$ cat config.mk
export PLATFORM = sky130hd
export DESIGN_NAME = sketch_update_arbiter
export DESIGN_NICKNAME = d
export VERILOG_FILES = /design/src/rtl/sketch_update_arbiter.sv
export SDC_FILE = /design/constraint.sdc
export NUM_CORES = 1
export LEC_CHECK = 0
export ABC_CLOCK_PERIOD_IN_PS = 3670
export BUFFER_PORTS_ARGS = -buffer_cell sky130_fd_sc_hd__buf_2
export CORE_UTILIZATION = 54
export DETAILED_ROUTE_END_ITERATION = 10
export PLACE_DENSITY = 0.75
export SLEW_MARGIN = 20
export SYNTH_ARGS = -nofsm -noshare
export SYNTH_HDL_FRONTEND = slang
export SYNTH_SLANG_ARGS = --single-unit
$ cat constraint.sdc
create_clock -name memclk -period 3.67 [get_ports memclk]
set_clock_uncertainty 0.05 [all_clocks]
set_input_delay 0.367 -clock memclk [delete_from_list [all_inputs] [get_ports memclk]]
set_output_delay 0.367 -clock memclk [all_outputs]
set_load 0.05 [all_outputs]
$ cat src/rtl/sketch_update_arbiter.sv
// Sketch counter SRAM read-modify-write sequencer with bounded-starvation host port.
// Optional SKETCH_CNT_SAT_EN: update sums saturate at all-ones instead of wrapping.
module sketch_update_arbiter #(
  parameter int ADDR_WIDTH    = 16,
  parameter int CNT_WIDTH     = 36,
  parameter int BYTE_WIDTH    = 16,
  parameter int FIFO_DEPTH    = 16,
  parameter int MAX_UPD_BURST = 8
) (
  input  logic                  memclk,
  input  logic                  axi_aresetn,
  input  logic                  upd_valid,
  input  logic [ADDR_WIDTH-1:0] upd_id,
  input  logic [BYTE_WIDTH-1:0] upd_bytes,
  output logic                  upd_full,
  output logic [15:0]           drop_cnt,
  input  logic                  host_req,
  input  logic                  host_op,
  input  logic [ADDR_WIDTH-1:0] host_addr,
  output logic                  host_ack,
  output logic [CNT_WIDTH-1:0]  host_rdata,
  output logic                  sram_req,
  output logic                  sram_we,
  output logic [ADDR_WIDTH-1:0] sram_addr,
  output logic [CNT_WIDTH-1:0]  sram_wdata,
  input  logic                  sram_ready,
  input  logic [CNT_WIDTH-1:0]  sram_rdata,
  input  logic                  sram_rvalid
);

  localparam int PW = $clog2(FIFO_DEPTH);
  localparam int EW = ADDR_WIDTH + BYTE_WIDTH;
  localparam int BW = $clog2(MAX_UPD_BURST + 1);
  localparam logic [PW:0]   FULL_CNT  = (PW+1)'(FIFO_DEPTH);
  localparam logic [PW:0]   CNT_ONE   = (PW+1)'(1);
  localparam logic [PW-1:0] PTR_ONE   = PW'(1);
  localparam logic [BW-1:0] BURST_MAX = BW'(MAX_UPD_BURST);
  localparam logic [BW-1:0] BURST_ONE = BW'(1);

  typedef enum logic [2:0] {
    IDLE,
    RD_REQ,
    RD_WAIT,
    WR_REQ,
    HOST_RSP
  } state_t;

  state_t                state;
  logic [EW-1:0]         fifo_mem [FIFO_DEPTH];
  logic [PW-1:0]         wr_ptr;
  logic [PW-1:0]         rd_ptr;
  logic [PW:0]           count;
  logic [EW-1:0]         head;
  logic [BYTE_WIDTH-1:0] cur_bytes;
  logic                  cur_host;
  logic [BW-1:0]         burst_cnt;
  logic                  host_skip;
  logic                  fifo_empty;
  logic                  host_seen;
  logic                  grant_upd;
  logic                  grant_host;
  logic                  push;
  logic                  pop;
  logic [CNT_WIDTH-1:0]  new_cnt;

  assign upd_full   = (count == FULL_CNT);
  assign fifo_empty = (count == '0);
  assign push       = upd_valid && !upd_full;
  assign head       = fifo_mem[rd_ptr];

  // host is masked for one IDLE cycle after an ack so it can drop req
  assign host_seen  = host_req && !host_skip;
  assign grant_upd  = (state == IDLE) && !fifo_empty &&
                      (!host_seen || (burst_cnt < BURST_MAX));
  assign grant_host = (state == IDLE) && !grant_upd && host_seen;
  assign pop        = grant_upd;

`ifdef SKETCH_CNT_SAT_EN
  logic [CNT_WIDTH:0] sum_ext;
  assign sum_ext = {1'b0, sram_rdata} + (CNT_WIDTH+1)'(cur_bytes);
  assign new_cnt = sum_ext[CNT_WIDTH] ? '1 : sum_ext[CNT_WIDTH-1:0];
`else
  assign new_cnt = sram_rdata + CNT_WIDTH'(cur_bytes);
`endif

  always_ff @(posedge memclk) begin
    if (push) begin
      fifo_mem[wr_ptr] <= {upd_id, upd_bytes};
    end
  end

  always_ff @(posedge memclk or negedge axi_aresetn) begin
    if (!axi_aresetn) begin
      wr_ptr   <= '0;
      rd_ptr   <= '0;
      count    <= '0;
      drop_cnt <= '0;
    end else begin
      if (push) begin
        wr_ptr <= wr_ptr + PTR_ONE;
      end
      if (pop) begin
        rd_ptr <= rd_ptr + PTR_ONE;
      end
      unique case ({push, pop})
        2'b10:   count <= count + CNT_ONE;
        2'b01:   count <= count - CNT_ONE;
        default: count <= count;
      endcase
      if (upd_valid && upd_full && (drop_cnt != 16'hFFFF)) begin
        drop_cnt <= drop_cnt + 16'd1;
      end
    end
  end

  always_ff @(posedge memclk or negedge axi_aresetn) begin
    if (!axi_aresetn) begin
      state      <= IDLE;
      cur_bytes  <= '0;
      cur_host   <= 1'b0;
      burst_cnt  <= '0;
      host_skip  <= 1'b0;
      host_ack   <= 1'b0;
      host_rdata <= '0;
      sram_req   <= 1'b0;
      sram_we    <= 1'b0;
      sram_addr  <= '0;
      sram_wdata <= '0;
    end else begin
      host_skip <= 1'b0;
      if (!host_req) begin
        burst_cnt <= '0;
      end
      unique case (state)
        IDLE: begin
          if (grant_upd) begin
            sram_addr <= head[EW-1:BYTE_WIDTH];
            cur_bytes <= head[BYTE_WIDTH-1:0];
            cur_host  <= 1'b0;
            sram_req  <= 1'b1;
            sram_we   <= 1'b0;
            state     <= RD_REQ;
            if (host_req) begin
              burst_cnt <= burst_cnt + BURST_ONE;
            end
          end else if (grant_host) begin
            sram_addr <= host_addr;
            cur_host  <= 1'b1;
            burst_cnt <= '0;
            sram_req  <= 1'b1;
            if (host_op) begin
              sram_we    <= 1'b1;
              sram_wdata <= '0;
              state      <= WR_REQ;
            end else begin
              sram_we <= 1'b0;
              state   <= RD_REQ;
            end
          end
        end
        RD_REQ: begin
          if (sram_ready) begin
            sram_req <= 1'b0;
            state    <= RD_WAIT;
          end
        end
        RD_WAIT: begin
          if (sram_rvalid) begin
            if (cur_host) begin
              host_rdata <= sram_rdata;
              host_ack   <= 1'b1;
              state      <= HOST_RSP;
            end else begin
              sram_wdata <= new_cnt;
              sram_req   <= 1'b1;
              sram_we    <= 1'b1;
              state      <= WR_REQ;
            end
          end
        end
        WR_REQ: begin
          if (sram_ready) begin
            sram_req <= 1'b0;
            sram_we  <= 1'b0;
            if (cur_host) begin
              host_ack <= 1'b1;
              state    <= HOST_RSP;
            end else begin
              state <= IDLE;
            end
          end
        end
        HOST_RSP: begin
          host_ack  <= 1'b0;
          host_skip <= 1'b1;
          state     <= IDLE;
        end
        default: state <= IDLE;
      endcase
    end
  end

endmodule

==> reports/metrics.yaml <==
r2r_slack_ps: 750
clk_pin_slew_ps: 60
dieArea_sq_um: 50400
ys.flop_type: "edfxtp_1"
cts_tree: "yes"
reg2regPathDepth: 8
dp_slack_ps: 619
synth_cell_types: 62
critPathKind: "input pin to register"
hp-start: "host_addr[6]"
fill_cells: 3422
switching_power_mw: 9.32
ys_seq_area_share_pct: 71.1
yosysMostFrequentCell: "edfxtp_1"
vias_per_cell: 5.98
power_density_nw_per_um2: 824
p_clk_share_pct: 25.1
syn_to_final_growth_pct: 16.8
first_pass_iters: 7
use_met2_pct: 40.0
ys_seq_elements: 657
first_global_vias: 15200
crit_chain: "dlygate4sd3_1 -> buf_2 -> ha_1 -> fa_1 -> a21o_1 -> a221o_1 -> o2bb2ai_1 -> o21a_1 -> and3_1 -> a221o_1"
slowest_delay_ps: 530
endpoint_kind: "register"
fin_nets: 1916
timing.rr.end: "sram_wdata[20]"
timing.final.max_slew_violations: 0
worstPathRequired_ps: 4110
fin_cells: 2517
grt_use_met3_pct: 4.51
drc: 0
pwr-share-comb_pct: 35.8
crit_top_cell: "a221o_1"
port_buffers: 198
cpMaxStageDelayCell: "dlygate4sd3_1"
grt_overflow: 0
status: "finished clean"
clock-sinks: 657
postSynthAreaPerCell_sq_um: 17.4
hold_class: "input pin to register"
synth_area_sq_um: 26700
cp_top_family: "compound AO/OA/AOI/OAI gates"
synth_nets: 1653
fin_area_sq_um: 31200
p_total_mw: 25.7
power.internal_mw: 16.4
dpl.cell_count: 2356
fp.dieW_um: 224
busiest_layer: "met2"
rsz0062_at_grt: "no"
synthCells: 1533
hold_viol_final: 0
clock_latency_ps: 610
drt_iter0_markers: 1393
drive_above_1_share_pct: 28.6
totalWireLength_um: 59300
min_period_ps: 3000
synth_area_leaders: "edfxtp_1 58%, dfrtp_1 14%, mux4_2 11%"
fmax_mhz: 334
initial_utilization_pct: 54.7
synth.top_cell.area_share_pct: 57.5
max_slew_margin_pct: 46.0
grt_usage_pct: 24.2
peakVddDrop_v: 0.000480
cts_root_buffer: "clkbuf_16"
wire_per_inst_um: 23.6
grt_max_degree: 75
grtUsageMet1_pct: 32.3
drtAntennaViolNets: 0
hold_depth: 3
power_frac_seq_pct: 39.0
vias: 15000
ys_async_sr_fraction_pct: 22.1
yosysTopAreaCell: "edfxtp_1"
final.period_utilization_pct: 81.7
p_leak_nw: 11.3
swShare_pct: 36.2
crit_fanout: 8
row_count: 81
io_pins: 199
die_h_um: 224
arrival_ps: 3440
clk_path_buf_depth: 3
multi_input_area_sq_um: 7420
core_sq_um: 48800
place_hpwl_um: 36100
ys_warn_count: 0
cts_buffers: 68
setup_violations: 0
final.setup.tns_ps: 0
crit_path_start_kind: "input pin"
synth_edf_count: 512
layout.area.seq_sq_um: 19000
critPathBufInv: 2
ys_top_cells_by_count: "512 x edfxtp_1, 145 x dfrtp_1, 125 x mux4_2, 118 x nand2_1, 80 x o21ai_0"
antenna_found_initial: 4
htreeDepth: 3
dpl_cell_area_sq_um: 28800
grt_pass1_wl_um: 90700
whs_endpoint: "sram_addr[6]"
rr_startpoint: "cur_bytes[0]"
tightest_slew_ps: 808
fin_ws_ps: 673
maxCapViolCount: 0
place.gp.congestion: 0.866
ctsResizeCount: 0
-- placed cells by master (no fill, tap or decap), types with 10 or more instances in the layout --
master         netlist  layout
a21o_1              10      10
a21oi_1             26      26
a22oi_1             11      11
and3_1              10      10
buf_12               0      11
buf_2               20     197
buf_4                8      31
clkbuf_1            44      19
clkbuf_16            0      68
clkinv_2             0      13
dfrtp_1            145     143
dlygate4sd3_1        0      34
edfxtp_1           512     512
ha_1                27      27
inv_1               18      17
mux2_2              43      43
mux2i_1             48      48
mux4_2             125     125
nand2_1            118     118
nand3_1             24      24
nand4_1             16      16
nor2_1              39      26
nor2_4               0      13
o211ai_1            10      10
o21ai_0             80      80
o221ai_1            32      32
xnor2_1             31      31
xor2_1              16      16
-- area by class of cell --
cell class | instances | area share (%)
Clock inverter | 31 | 0.806
Tap cell | 664 | 2.66
Inverter | 19 | 0.228
Antenna cell | 5 | 0.0401
Timing Repair Buffer | 274 | 5.74
Multi-Input combinational cell | 776 | 23.8
Sequential cell | 657 | 60.9
Clock buffer | 91 | 5.86
-- per-stage QoR --
step	util (%)	hold slack [ps]
after floorplan	-	21.4
after global placement	58.9	411
after detailed placement	58.9	417
after CTS	63.9	3.58
after global routing	63.9	11.4
final	63.9	21.8
-- metal layers --
| metal | wire length, um | up-vias |
|---|---|---|
| met5 | 13 | - |
| met4 | 1780 | 2 |
| met3 | 3430 | 109 |
| met2 | 29300 | 551 |
| met1 | 24800 | 7754 |
| li1 | - | 6631 |
-- registers in the layout, indices dropped and copies added (netlist names), 3 cells and up --
register and flops:
burst_cnt 4, count 5, cur_bytes 16, drop_cnt 16, fifo_mem 512, host_rdata 36, rd_ptr 4, sram_addr 16
sram_wdata 36, state 3, wr_ptr 4
-- kinds of logic after synthesis --
logic type	after synthesis	share of synthesized area (%)
buffers and inverters	100	1.67
DFF	657	71.1
AOI/OAI and AO/OA	221	5.47
muxes	216	14.1
xor gates and xnor gates	47	1.54
and+or+nand+nor	263	4.64
adders and majority gates	29	1.41
-- power groups by stage --
stage | Combinational (mW) | Sequential [mW] | Clock, mW
3_3_place_gp | 9.10 | 10.1 | 0
5_1_grt | 9.90 | 10.2 | 6.85
6_report | 9.21 | 10.0 | 6.46
4_1_cts | 9.30 | 10.0 | 6.58
2_1_floorplan | 5.13 | 11.6 | 0
3_5_place_dp | 9.23 | 10.2 | 0
-- worst register-to-register path, cell delays in order (launching register included) --
cell and delay (ps):
dfrtp_1 380, ha_1 230, fa_1 420, a21o_1 230, a221o_1 380, o2bb2ai_1 300
o21a_1 320, and3_1 210, a221o_1 290
-- how the worst max path moves through the flow --
stage	cells past startpoint	slack [ps]	endpoint	startpoint
after floorplan	15	540	count[4]	state[0]
after global placement	9	670	sram_wdata[20]	sram_rdata[0]
after detailed placement	9	620	sram_wdata[20]	sram_rdata[0]
after CTS	10	720	sram_wdata[20]	sram_rdata[0]
after global routing	13	590	count[4]	count[1]
final	10	670	sram_wdata[20]	sram_rdata[0]
-- repair_timing --
| action | 4_1_cts | 5_1_grt |
|---|---|---|
| buffers inserted | 0 | 0 |
| hold buffers | 34 | 0 |
| hold endpoints to repair | 108 | 0 |
Note: power is estimated with default switching activity, not from simulation.
